**src/rtl/div_pkg.sv**
```systemverilog
// Shared types and constants for the multicycle integer divide unit.
package div_pkg;

  localparam int DIV_W = 32;

  localparam logic [DIV_W-1:0] DIV_ZERO_QUO = 32'hFFFFFFFF;

  typedef enum logic [1:0] {
    DIV_IDLE,
    DIV_CALC,
    DIV_FIXUP,
    DIV_DONE
  } div_state_t;

endpackage

```
**src/rtl/divstep.sv**
```systemverilog
// One combinational radix-2 restoring division step: shift in the next
// dividend bit, trial-subtract the divisor, keep the difference on no borrow.
module divstep
  import div_pkg::*;
(
  input  logic [DIV_W-1:0] rem,
  input  logic [DIV_W-1:0] quo,
  input  logic [DIV_W-1:0] vmag,
  output logic [DIV_W-1:0] rem_next,
  output logic [DIV_W-1:0] quo_next
);

  logic [DIV_W:0] t;

  always_comb begin
    t = {rem, quo[DIV_W-1]} - {1'b0, vmag};
    if (!t[DIV_W]) begin
      rem_next = t[DIV_W-1:0];
      quo_next = {quo[DIV_W-2:0], 1'b1};
    end else begin
      rem_next = {rem[DIV_W-2:0], quo[DIV_W-1]};
      quo_next = {quo[DIV_W-2:0], 1'b0};
    end
  end

endmodule

```
**src/rtl/divider.sv**
```systemverilog
// Multicycle 32/32 signed/unsigned divider for the execute stage. Stalls EX
// via hold_next until the registered quotient/remainder are valid.
module divider
  import div_pkg::*;
(
  input  logic        nGCLK,
  input  logic        reset,
  input  logic        nWAIT,
  input  logic        enable,
  input  logic        u,
  input  logic [31:0] op1,
  input  logic [31:0] op2,
  output logic [31:0] quotient,
  output logic [31:0] remainder,
  output logic        div_zero,
  output logic        done,
  output logic        hold_next
);

  function automatic logic [DIV_W-1:0] cond_neg(input logic neg, input logic [DIV_W-1:0] v);
    return neg ? (~v + DIV_W'(1)) : v;
  endfunction

  // Leading all-zero bytes, clamped to 3 so at least one byte is always computed.
  function automatic logic [1:0] lead_zero_bytes(input logic [DIV_W-1:0] v);
    if (v[31:8] == '0)       return 2'd3;
    else if (v[31:16] == '0) return 2'd2;
    else if (v[31:24] == '0) return 2'd1;
    return 2'd0;
  endfunction

  div_state_t state, state_next;

  logic [DIV_W-1:0] vmag, rem, quo;
  logic [DIV_W-1:0] rem_next, quo_next;
  logic [DIV_W-1:0] dmag_in, vmag_in;
  logic [1:0]       nz;
  logic [4:0]       cnt;
  logic             qneg, rneg;
  logic             op2_zero;

  assign op2_zero = (op2 == '0);
  assign dmag_in  = cond_neg(~u & op1[31], op1);
  assign vmag_in  = cond_neg(~u & op2[31], op2);
  assign nz       = lead_zero_bytes(dmag_in);

  divstep u_divstep (
    .rem      (rem),
    .quo      (quo),
    .vmag     (vmag),
    .rem_next (rem_next),
    .quo_next (quo_next)
  );

  always_ff @(posedge nGCLK) begin
    if (reset)      state <= DIV_IDLE;
    else if (nWAIT) state <= state_next;
  end

  always_comb begin
    state_next = state;
    case (state)
      DIV_IDLE:  if (enable) state_next = op2_zero ? DIV_DONE : DIV_CALC;
      DIV_CALC: begin
        if (!enable)          state_next = DIV_IDLE;
        else if (cnt == 5'd31) state_next = DIV_FIXUP;
      end
      DIV_FIXUP: state_next = enable ? DIV_DONE : DIV_IDLE;
      DIV_DONE:  state_next = DIV_IDLE;
      default:   state_next = DIV_IDLE;
    endcase
  end

  always_comb begin
    done      = (state == DIV_DONE);
    hold_next = enable & ~reset & (state != DIV_DONE);
  end

  // Accept: latch magnitudes and skip leading zero bytes; calc: one step per cycle.
  always_ff @(posedge nGCLK) begin
    if (nWAIT) begin
      if (state == DIV_IDLE) begin
        vmag <= vmag_in;
        qneg <= ~u & (op1[31] ^ op2[31]);
        rneg <= ~u & op1[31];
        cnt  <= {nz, 3'b000};
        rem  <= '0;
        quo  <= dmag_in << {nz, 3'b000};
      end else if (state == DIV_CALC) begin
        rem <= rem_next;
        quo <= quo_next;
        cnt <= cnt + 5'd1;
      end
    end
  end

  // Result registers: only updated by an accepted divide, held across aborts.
  always_ff @(posedge nGCLK) begin
    if (reset) begin
      quotient  <= '0;
      remainder <= '0;
      div_zero  <= 1'b0;
    end else if (nWAIT) begin
      if (state == DIV_IDLE && enable) begin
        if (op2_zero) begin
          quotient  <= DIV_ZERO_QUO;
          remainder <= op1;
          div_zero  <= 1'b1;
        end else begin
          div_zero  <= 1'b0;
        end
      end else if (state == DIV_FIXUP && enable) begin
        quotient  <= cond_neg(qneg, quo);
        remainder <= cond_neg(rneg, rem);
      end
    end
  end

endmodule

```
**config.mk**
```make
export PLATFORM = sky130hd
export DESIGN_NAME = divider
export DESIGN_NICKNAME = d
export VERILOG_FILES = /design/src/rtl/div_pkg.sv /design/src/rtl/divstep.sv /design/src/rtl/divider.sv
export SDC_FILE = /design/constraint.sdc
export NUM_CORES = 1
export LEC_CHECK = 0
export BUFFER_PORTS_ARGS = -buffer_cell sky130_fd_sc_hd__buf_4
export CAP_MARGIN = 20
export CORE_MARGIN = 2
export CORE_UTILIZATION = 30
export CTS_CLUSTER_SIZE = 28
export DETAILED_ROUTE_END_ITERATION = 16
export PLACE_DENSITY = 0.56
export SLEW_MARGIN = 20
export SYNTH_ARGS = -nofsm -noshare
export SYNTH_HDL_FRONTEND = slang
export SYNTH_SLANG_ARGS = --single-unit
```
**constraint.sdc**
```tcl
create_clock -name nGCLK -period 7.7 [get_ports nGCLK]
set_input_delay 0 -clock nGCLK [delete_from_list [all_inputs] [get_ports nGCLK]]
set_output_delay 0 -clock nGCLK [all_outputs]
set_load 0.05 [all_outputs]
```
After elaboration in Yosys (flattened, before gate mapping)
Index checks and enable logic that the tools add are counted.
{ "word_totals": {"ff_bits": 170, "in_bits": 69, "output_inout_bits": 67, "wordCells": 83} }
{ "op_classes": {"add_sub_neg": 6, "n_eq_ne": 8, "shifts": 1, "muxes": 31, "bitwise": 12, "reduce_logical": 14} }
{ "ops": {"columns": ["cell", "n"], "rows": [
  ["32-bit 2-to-1 mux", 14],
  ["32-bit by 1-bit adder with 32-bit output, second input constant", 4],
  ["32-bit inverter", 4],
  ["33-bit by 32-bit subtractor with 33-bit output", 1],
  ["32-bit zero test", 1],
  ["32-bit by 5-bit << shifter with 32-bit output", 1],
  ["24-bit zero test", 1],
  ["2-bit 2-to-1 mux", 9],
  ["16-bit zero test", 1],
  ["5-bit 2-to-1 mux", 2],
  ["8-bit zero test", 1],
  ["2-bit case mux with 4 select lines", 1],
  ["2-bit inequality test, second input constant", 3],
  ["2-bit AND reduction", 3],
  ["3-bit AND reduction", 2],
  ["5-bit by 1-bit adder with 5-bit output, second input constant", 1],
  ["1-bit bitwise AND", 5],
  ["5-bit equality test, second input constant", 1],
  ["1-bit 2-to-1 mux", 5],
  ["2-bit equality test, second input constant", 2],
  ["2-bit nonzero test", 2],
  ["3-bit inequality test, second input constant", 1],
  ["2-bit by 1-bit equality test with 1-bit output, second input constant", 1],
  ["1-bit logical AND", 2],
  ["3 further kinds", 4]
]} }

Logic depth before layout (Yosys ltp)
Gate-level depths: netlist (run 1).
{ "logic_depth": {"depth_word": 10, "depth_mapped": 15, "ltp_nobuf": 12} }

By module
From an unflattened synthesis (run 1), not the netlist that was laid out.
{ "unflattened": {"hier_cells": 1405, "hier_area_um2": 12563.3} }
{ "by_module_without_submodules": {"columns": ["mod", "n_inst", "cells_each", "area_per_inst_um2", "seq_area_each_um2"], "rows": [
  ["divider", 1, 1069, 9972.1, 4434.3],
  ["divstep", 1, 336, 2591.2, 0.0]
]} }

Worst setup path after synthesis (run 1)
Ideal clock, no wire load.
{ "synth_path": {"path_type": "register to register", "startpoint": "reg state[1]", "endpoint": "reg cnt[0] (enable)", "setup_ns": 0.503, "arrival_ns": 3.537, "required_time_ns": 7.197, "path_slack_ns": 3.660, "path_stages_with_launch": 3, "path_buffers": 1, "synth_period_minus_slack_ns": 4.040, "cell_sequence": "dfxtp_1 > clkbuf_1 > nor2b_1"} }
{ "synth_between": {"elab_chain_cells": 3, "elab_cells_between_ends": 4} }
{ "synth_lines": {"columns": ["item", "line", "source"], "rows": [
  ["from (decl)", "divider.sv:32", "div_state_t state, state_next;"],
  ["from (signal assigned)", "divider.sv:57", "else if (nWAIT) state <= state_next;"],
  ["2-bit by 1-bit equality test with 1-bit output / 2-bit zero test (equally long branches)", "divider.sv:89, divider.sv:82", null],
  ["2-bit nonzero test (no source line) (*)", null, null],
  ["2-bit AND reduction (no source line) (*)", null, null],
  ["to (signal assigned)", "divider.sv:86", "cnt <= {nz, 3'b000};"],
  ["to (signal assigned)", "divider.sv:92", "cnt <= cnt + 5'd1;"],
  ["to (decl)", "divider.sv:38", "logic [4:0] cnt;"]
]} }
Mark *: on every way between the ends. The rest lies on a longest branch, timed or not.
A chain may end at the register's enable or synchronous reset.

Worst setup path in the final report (run 1)
{ "layout_path": {"startpoint": "reg quo[31]", "endpoint": "reg rem[22] (data pin)"} }
{ "layout_between": {"elab_chain_cells": 3} }
{ "layout_lines": {"columns": ["item", "line", "source"], "rows": [
  ["from (decl)", "divider.sv:34", "logic [DIV_W-1:0] vmag, rem, quo;"],
  ["from (signal assigned)", "divider.sv:88", "quo <= dmag_in << {nz, 3'b000};"],
  ["from (signal assigned)", "divider.sv:91", "quo <= quo_next;"],
  ["33-bit by 32-bit subtractor with 33-bit output", "divstep.sv:16", "t = {rem, quo[DIV_W-1]} - {1'b0, vmag};"],
  ["32-bit 2-to-1 mux", "divstep.sv:17", "if (!t[DIV_W]) begin"],
  ["32-bit 2-to-1 mux", "divider.sv:89", "end else if (state == DIV_CALC) begin"],
  ["to (signal assigned)", "divider.sv:90", "rem <= rem_next;"],
  ["to (decl)", "divider.sv:34", null]
]} }
Every way passes these cells. The select of a mux whose other input is x is not followed.

==> out/metrics.cfg, run 1 <==
[min_path]
hold_class=in -> reg
min_to=qneg
holdPathStages=3
hp-start=op2[31]

[floorplanning]
io_pins=136
std_cell_rows=72
dieArea_um2=40600
die_x_um=202
fp.dieH_um=202
core_um2=38600
initial_core_util_pct=30.4

[setup_path]
cp.required_ns=7.88
r2r-end=rem[22]
crit_fanout=27
r2r-start=quo[31]
r2r_cells=13
rrSetupSlack_ns=3.11
endpoint_kind=flop
cp.arrival_ns=4.77
crit_type=reg -> reg
critPathLaunchType=flop

[clock_tree]
cts_buffers=17
cts_max_level=4
holdBufCountCts=72
cts.sinks=170
cts_tree=yes
clockBufferDepth=2
clk_pin_slew_ns=0.07
postCtsSetupRepairBufs=0
root_buffer=clkbuf_16
worst_skew_pair.late_latency_ns=0.45
cts.repair.resized=0

[place]
place_congestion=0.897
placed_area_um2=13100
dp_slack_ns=3.11
dp_hpwl_um=25400
io_buffers=135

[run]
cap_violations=0

[detailed_routing]
drt_iter0_drc=538
vias=10300
drt-pass1-iter-count=6
vias_per_cell=5.08
post_drt_wl_per_cell_um=16.7
drc=0
ant_nets=0
finalWirelength_um=33900

[global_route]
grt_antenna_before_repair=2
gr-total-overflow=0
grt_util_all_layers_pct=16.6
grt_max_degree=70
grt_pass1_wl_um=53800
grt_pass1_vias=9707

[yosys]
ys_top_cells_by_count=nand2_1, nor2_1, edfxtp_1, xor2_1, o21ai_0
netlist_area_um2=11700
synth_seq_cells=170
syn_avg_cell_area_um2=8.72
synth_nets=1452
async_flop_share_pct=0
synth_edf_count=103
yosys.area.top_type_share_pct=26.4
ys_top_cells_by_area=edfxtp_1, dfxtp_1, xor2_1
synth_flop_cell=edfxtp_1
synth_top_area_cell=edfxtp_1
synthCells=1344
ys_seq_area_share_pct=37.9
ys_warn_count=0
yosysUniqueCellTypes=78
yosysMostFrequentCell=nand2_1

[sta]
hold_viol=0
setup_viol=0
post-route-period-util_pct=59.6
min_period_ns=4.59
holdWs_ns=0.0549
maxClockFrequency_ghz=0.218
fin_ws_ns=3.11
clock-skew-final_ns=0.0107
finalMaxSlewViolations=0
tns_ns=0
slew_headroom_pct=28.7
rsz0062_at_grt=false
tightest_slew_ns=1.07

[power_and_ir_drop]
p_leak_uw=0.00552
power_uw=2470
powerDensity_nw_per_um2=171
peakVddDrop_v=0.000109

[final_layout]
layout.nets=1610
drive_gt1_share_pct=13.8
fin_area_um2=14400
area_growth_pct=23.0

[status]
status=finished clean

## registers in the layout, summed over array words and instances, names as in the netlist
signal / count
quo: 32
quotient: 32
rem: 32
remainder: 32
vmag: 32
cnt: 5
state: 2
div_zero: 1
qneg: 1
rneg: 1
## worst max-delay path, stage by stage, from the launching register on
cell and delay, ns:
edfxtp_1 0.37, inv_1 0.07, ha_1 0.23, fa_1 0.41, nand2b_1 0.18, a21oi_1 0.23
o21ai_1 0.21, o311ai_1 0.52, a31oi_1 0.22, o31ai_1 0.56, xor2_4 0.39, buf_4 0.45
nor4bb_1 0.38, a211oi_1 0.08
## through the flow
stage | cells | utilization (%)
finish | 2034 | 37.4
global route | 2034 | 37.4
CTS | 2033 | 37.4
detailed placement | 1929 | 34.1
global placement | 1929 | 34.1
floorplan | 1344 | -
## cell families after synthesis
| group | share of synthesized area (%) |
|---|---|
| AO/OA/AOI/OAI | 20.9 |
| AND/OR/NAND/NOR | 18.3 |
| multiplexers | 2.85 |
| flip-flops | 37.9 |
| XOR/XNOR | 11.0 |
| adder cells (fa/ha/maj) | 4.23 |
| buffers and inverters | 4.82 |
## worst max-delay path by stage
| stage | start | to | slack (ns) | cells past startpoint |
|---|---|---|---|---|
| 2_1_floorplan | state[1] | cnt[0] | 3.66 | 2 |
| 3_3_place_gp | quo[31] | rem[22] | 3.28 | 13 |
| 3_5_place_dp | quo[31] | rem[22] | 3.11 | 13 |
| 4_1_cts | quo[31] | rem[22] | 3.09 | 13 |
| 5_1_grt | quo[31] | rem[22] | 2.73 | 13 |
| 6_report | quo[31] | rem[22] | 3.11 | 13 |
## power breakdown
part	switching [uW]	internal, uW	total (uW)
sequential	52.2	1020	1080
clock	360	461	821
combinational	318	252	570
total	730	1740	2470
## cell usage in the layout, fill, tap and decap left out, types with 10 or more instances in the layout
cell and instances:
nor4_1 10, a31oi_1 14, inv_1 56, dfxtp_1 67
clkbuf_16 19, mux2i_1 30, buf_4 145, o31ai_1 33
nand2_1 150, a21oi_1 78, o211ai_1 38, or3_1 22
and2_1 10, ha_1 38, nor3_1 27, xnor2_1 62
o41ai_1 14, nor2_1 129, a211oi_1 30, o22ai_1 10
nand2b_1 13, dlygate4sd3_1 72, xor2_1 84, nand4_1 10
nand3_1 19, edfxtp_1 103, o21ai_0 79
## layer usage
layer  part of all wire (%)  track usage, %  vias up
met4                    2.1            4.94        2
li1                       -               -     5205
met1                     47            22.6     4818
met2                     47            26.9      264
met5                  0.035               0        -
met3                    4.3            3.05       38
## cell type report
cell class / count / area [um^2]
multi-input cells: 1040 / 6760
fillers: 3979 / 24100
flip-flops and latches: 170 / 4430
clock inverters: 7 / 37.5
well taps: 518 / 648
inverters: 56 / 210
clock buffers: 25 / 512
repair buffers: 217 / 1810
diodes: 1 / 2.50
Power figures use the tool's default switching activity.
==> run 2, diff against run 1 <==
--- a/config.mk
+++ b/config.mk
@@ -5,13 +5,14 @@
 export SDC_FILE = /design/constraint.sdc
 export NUM_CORES = 1
 export LEC_CHECK = 0
+export ABC_AREA = 1
 export BUFFER_PORTS_ARGS = -buffer_cell sky130_fd_sc_hd__buf_4
 export CAP_MARGIN = 20
 export CORE_MARGIN = 2
 export CORE_UTILIZATION = 30
 export CTS_CLUSTER_SIZE = 28
 export DETAILED_ROUTE_END_ITERATION = 16
-export PLACE_DENSITY = 0.56
+export PLACE_DENSITY = 0.57
 export SLEW_MARGIN = 20
 export SYNTH_ARGS = -nofsm -noshare
 export SYNTH_HDL_FRONTEND = slang
==> constraint.sdc (replaced) <==
create_clock -name nGCLK -period 3.8 [get_ports nGCLK]
set_input_delay 0 -clock nGCLK [delete_from_list [all_inputs] [get_ports nGCLK]]
set_output_delay 0 -clock nGCLK [all_outputs]
set_load 0.05 [all_outputs]
==> run 2 against run 1 <==
Compared with the run above: final cell count increased by 32%; via count increased by 25%; area after synthesis increased by 11%; worst hold slack got worse by 0.043 ns; setup slack got worse by 2.6 ns; critical endpoint is now rem[2].
==> out/metrics.cfg, run 2 <==
[yosys]
ys_top_cells_by_area=edfxtp_1, nand2_1, dfxtp_1
syn_avg_cell_area_um2=6.75
synthCells=1926
synth_xor_area_share_pct=5.32
yosysUniqueCellTypes=48
ys_warn_count=0
netlist_area_um2=13000
synth_top_area_cell=edfxtp_1
synth_edf_count=103
synth_compound_area_share_pct=14.2
ys_seq_area_share_pct=34.1
yosys.area.top_type_share_pct=23.8
synth_flop_cell=edfxtp_1
synth_nets=2034
yosys.area_share.adder_pct=3.81
yosys.area_share.simple_pct=32.7
ys_top_cells_by_count=nand2_1, nor2_1, inv_1, nand3_1, o21ai_0
synthMuxAreaShare_pct=0
synth_seq_cells=170
async_flop_share_pct=0
synth_top_family_by_area=simple AND/OR/NAND/NOR gates
yosysMostFrequentCell=nand2_1

[clock_tree]
clockBufferDepth=2
cts_tree=yes
clk_pin_slew_ns=0.08
worst_skew_pair.late_latency_ns=0.46
postCtsSetupRepairBufs=0
root_buffer=clkbuf_16
cts_max_level=4
cts.sinks=170
cts_buffers=17

[power_and_ir_drop]
peakVddDrop_v=0.000230
p_leak_uw=0.00724
powerDensity_nw_per_um2=367

[sta]
clock-skew-final_ns=0.0169
setup_viol=0
tightest_slew_ns=0.929
rsz0062_at_grt=false
finalMaxSlewViolations=0
maxClockFrequency_ghz=0.304
post-route-period-util_pct=86.6
tns_ns=0
min_period_ns=3.29
holdWs_ns=0.0122
hold_viol=0
slew_headroom_pct=38.0

[global_route]
grt_util_all_layers_pct=19.4
grt_antenna_before_repair=0
grt_pass1_wl_um=67800
grt_max_degree=70
grt_pass1_vias=12600
gr-total-overflow=0

[final_layout]
layout.nets=2197
fin_area_um2=15700
layout_commonest_cell=nand2_1
drive_gt1_share_pct=11.8
area_growth_pct=20.9
diodes=0
final_cell_count_no_fill=2687
seq_area_um2=4430
fill_cells=4529
layout_common_cells=nand2_1, nor2_1, inv_1
multi_input_area_um2=7300
fin_util_pct=36.7

[detailed_routing]
ant_nets=0
vias_per_cell=4.80
drc=0
finalWirelength_um=43400
vias=12900
post_drt_wl_per_cell_um=16.1
drt_iter0_drc=903
drt-pass1-iter-count=5

[setup_path]
r2r-start=quo[31]
critPathLaunch=quo[31]
r2r-end=rem[2]
endpoint_kind=flop
rrSetupSlack_ns=0.51
critPathLaunchType=flop
r2r_cells=18
cp.arrival_ns=3.51
crit_type=reg -> reg
crit_fanout=40
cp.required_ns=4.01

[min_path]
holdPathStages=5
hp-start=op1[1]
min_to=remainder[1]
hold_class=in -> reg

[floorplanning]
core_um2=42900
io_pins=136
initial_core_util_pct=30.3
std_cell_rows=76
fp.dieH_um=212
dieArea_um2=45000
die_x_um=212

[status]
status=finished clean

[place]
place_congestion=0.922
placed_area_um2=14600
io_buffers=135
placed_cells=2600
dp_hpwl_um=34400

[run]
cap_violations=0

[run 2: worst max-delay path by stage]
stage              end  slack, ns  cells past startpoint
3_5_place_dp   rem[26]       0.55                     18
6_report        rem[2]       0.51                     18
2_1_floorplan   cnt[0]       0.06                      1
3_3_place_gp    rem[3]       0.66                     18
4_1_cts        rem[26]       0.52                     18
5_1_grt         rem[6]       0.14                     18
[run 2: where the power goes]
part           leakage, uW  total [uW]  internal, uW  switching (uW)
clock             0.000308        1850          1010             833
combinational      0.00537        1670           585            1080
sequential         0.00156        2250          2120             131
total              0.00724        5760          3720            2050
[run 2: layer usage]
layer  GRT usage, %  vias to the layer above  part of all wire, %
li1               -                     6624                    -
met1           23.2                     5916                   43
met2           35.9                      303                   51
met3           2.72                       51                  3.8
met4           5.85                        0                  2.2
met5              0                        -                    0
[run 2: repair_timing]
action                                 CTS  global route
resized for setup                        0             0
hold buffers                            55             0
endpoints found under the hold margin   58             0
[run 2: cell type report]
| cell class | instances | share of cell area, % |
|---|---|---|
| Sequential cell | 170 | 28.2 |
| Inverter | 250 | 5.97 |
| Multi-Input combinational cell | 1443 | 46.4 |
| Clock inverter | 10 | 0.541 |
| Clock buffer | 22 | 3.37 |
| Timing Repair Buffer | 207 | 10.8 |
| Tap cell | 585 | 4.65 |
[run 2: cells by family (layout without fill, tap and decap cells)]
family	Yosys count	in the layout
buf+inv	313	489
flops	170	170
xor+xnor	79	79
simple gates	987	987
compound gates	338	338
fa+ha+maj	39	39
[run 2: per-stage QoR]
stage	setup slack (ns)	total power [uW]
2_1_floorplan	0.0637	3380
3_3_place_gp	0.661	3900
3_5_place_dp	0.547	3900
4_1_cts	0.518	5790
5_1_grt	0.135	6110
6_report	0.508	5760
[run 2: critical path, stage by stage (launching register included)]
cell and delay (ns):
edfxtp_1 0.46, inv_1 0.10, ha_1 0.23, fa_1 0.39
inv_1 0.09, nand2_1 0.07, o21ai_1 0.24, a21oi_1 0.19
o21ai_2 0.21, nand2_1 0.08, nand2_1 0.12, nand3_1 0.13
nand2_1 0.11, nand2_1 0.06, nand2_2 0.14, buf_12 0.21
nand2_1 0.07, nand2_1 0.07, nor2_1 0.05
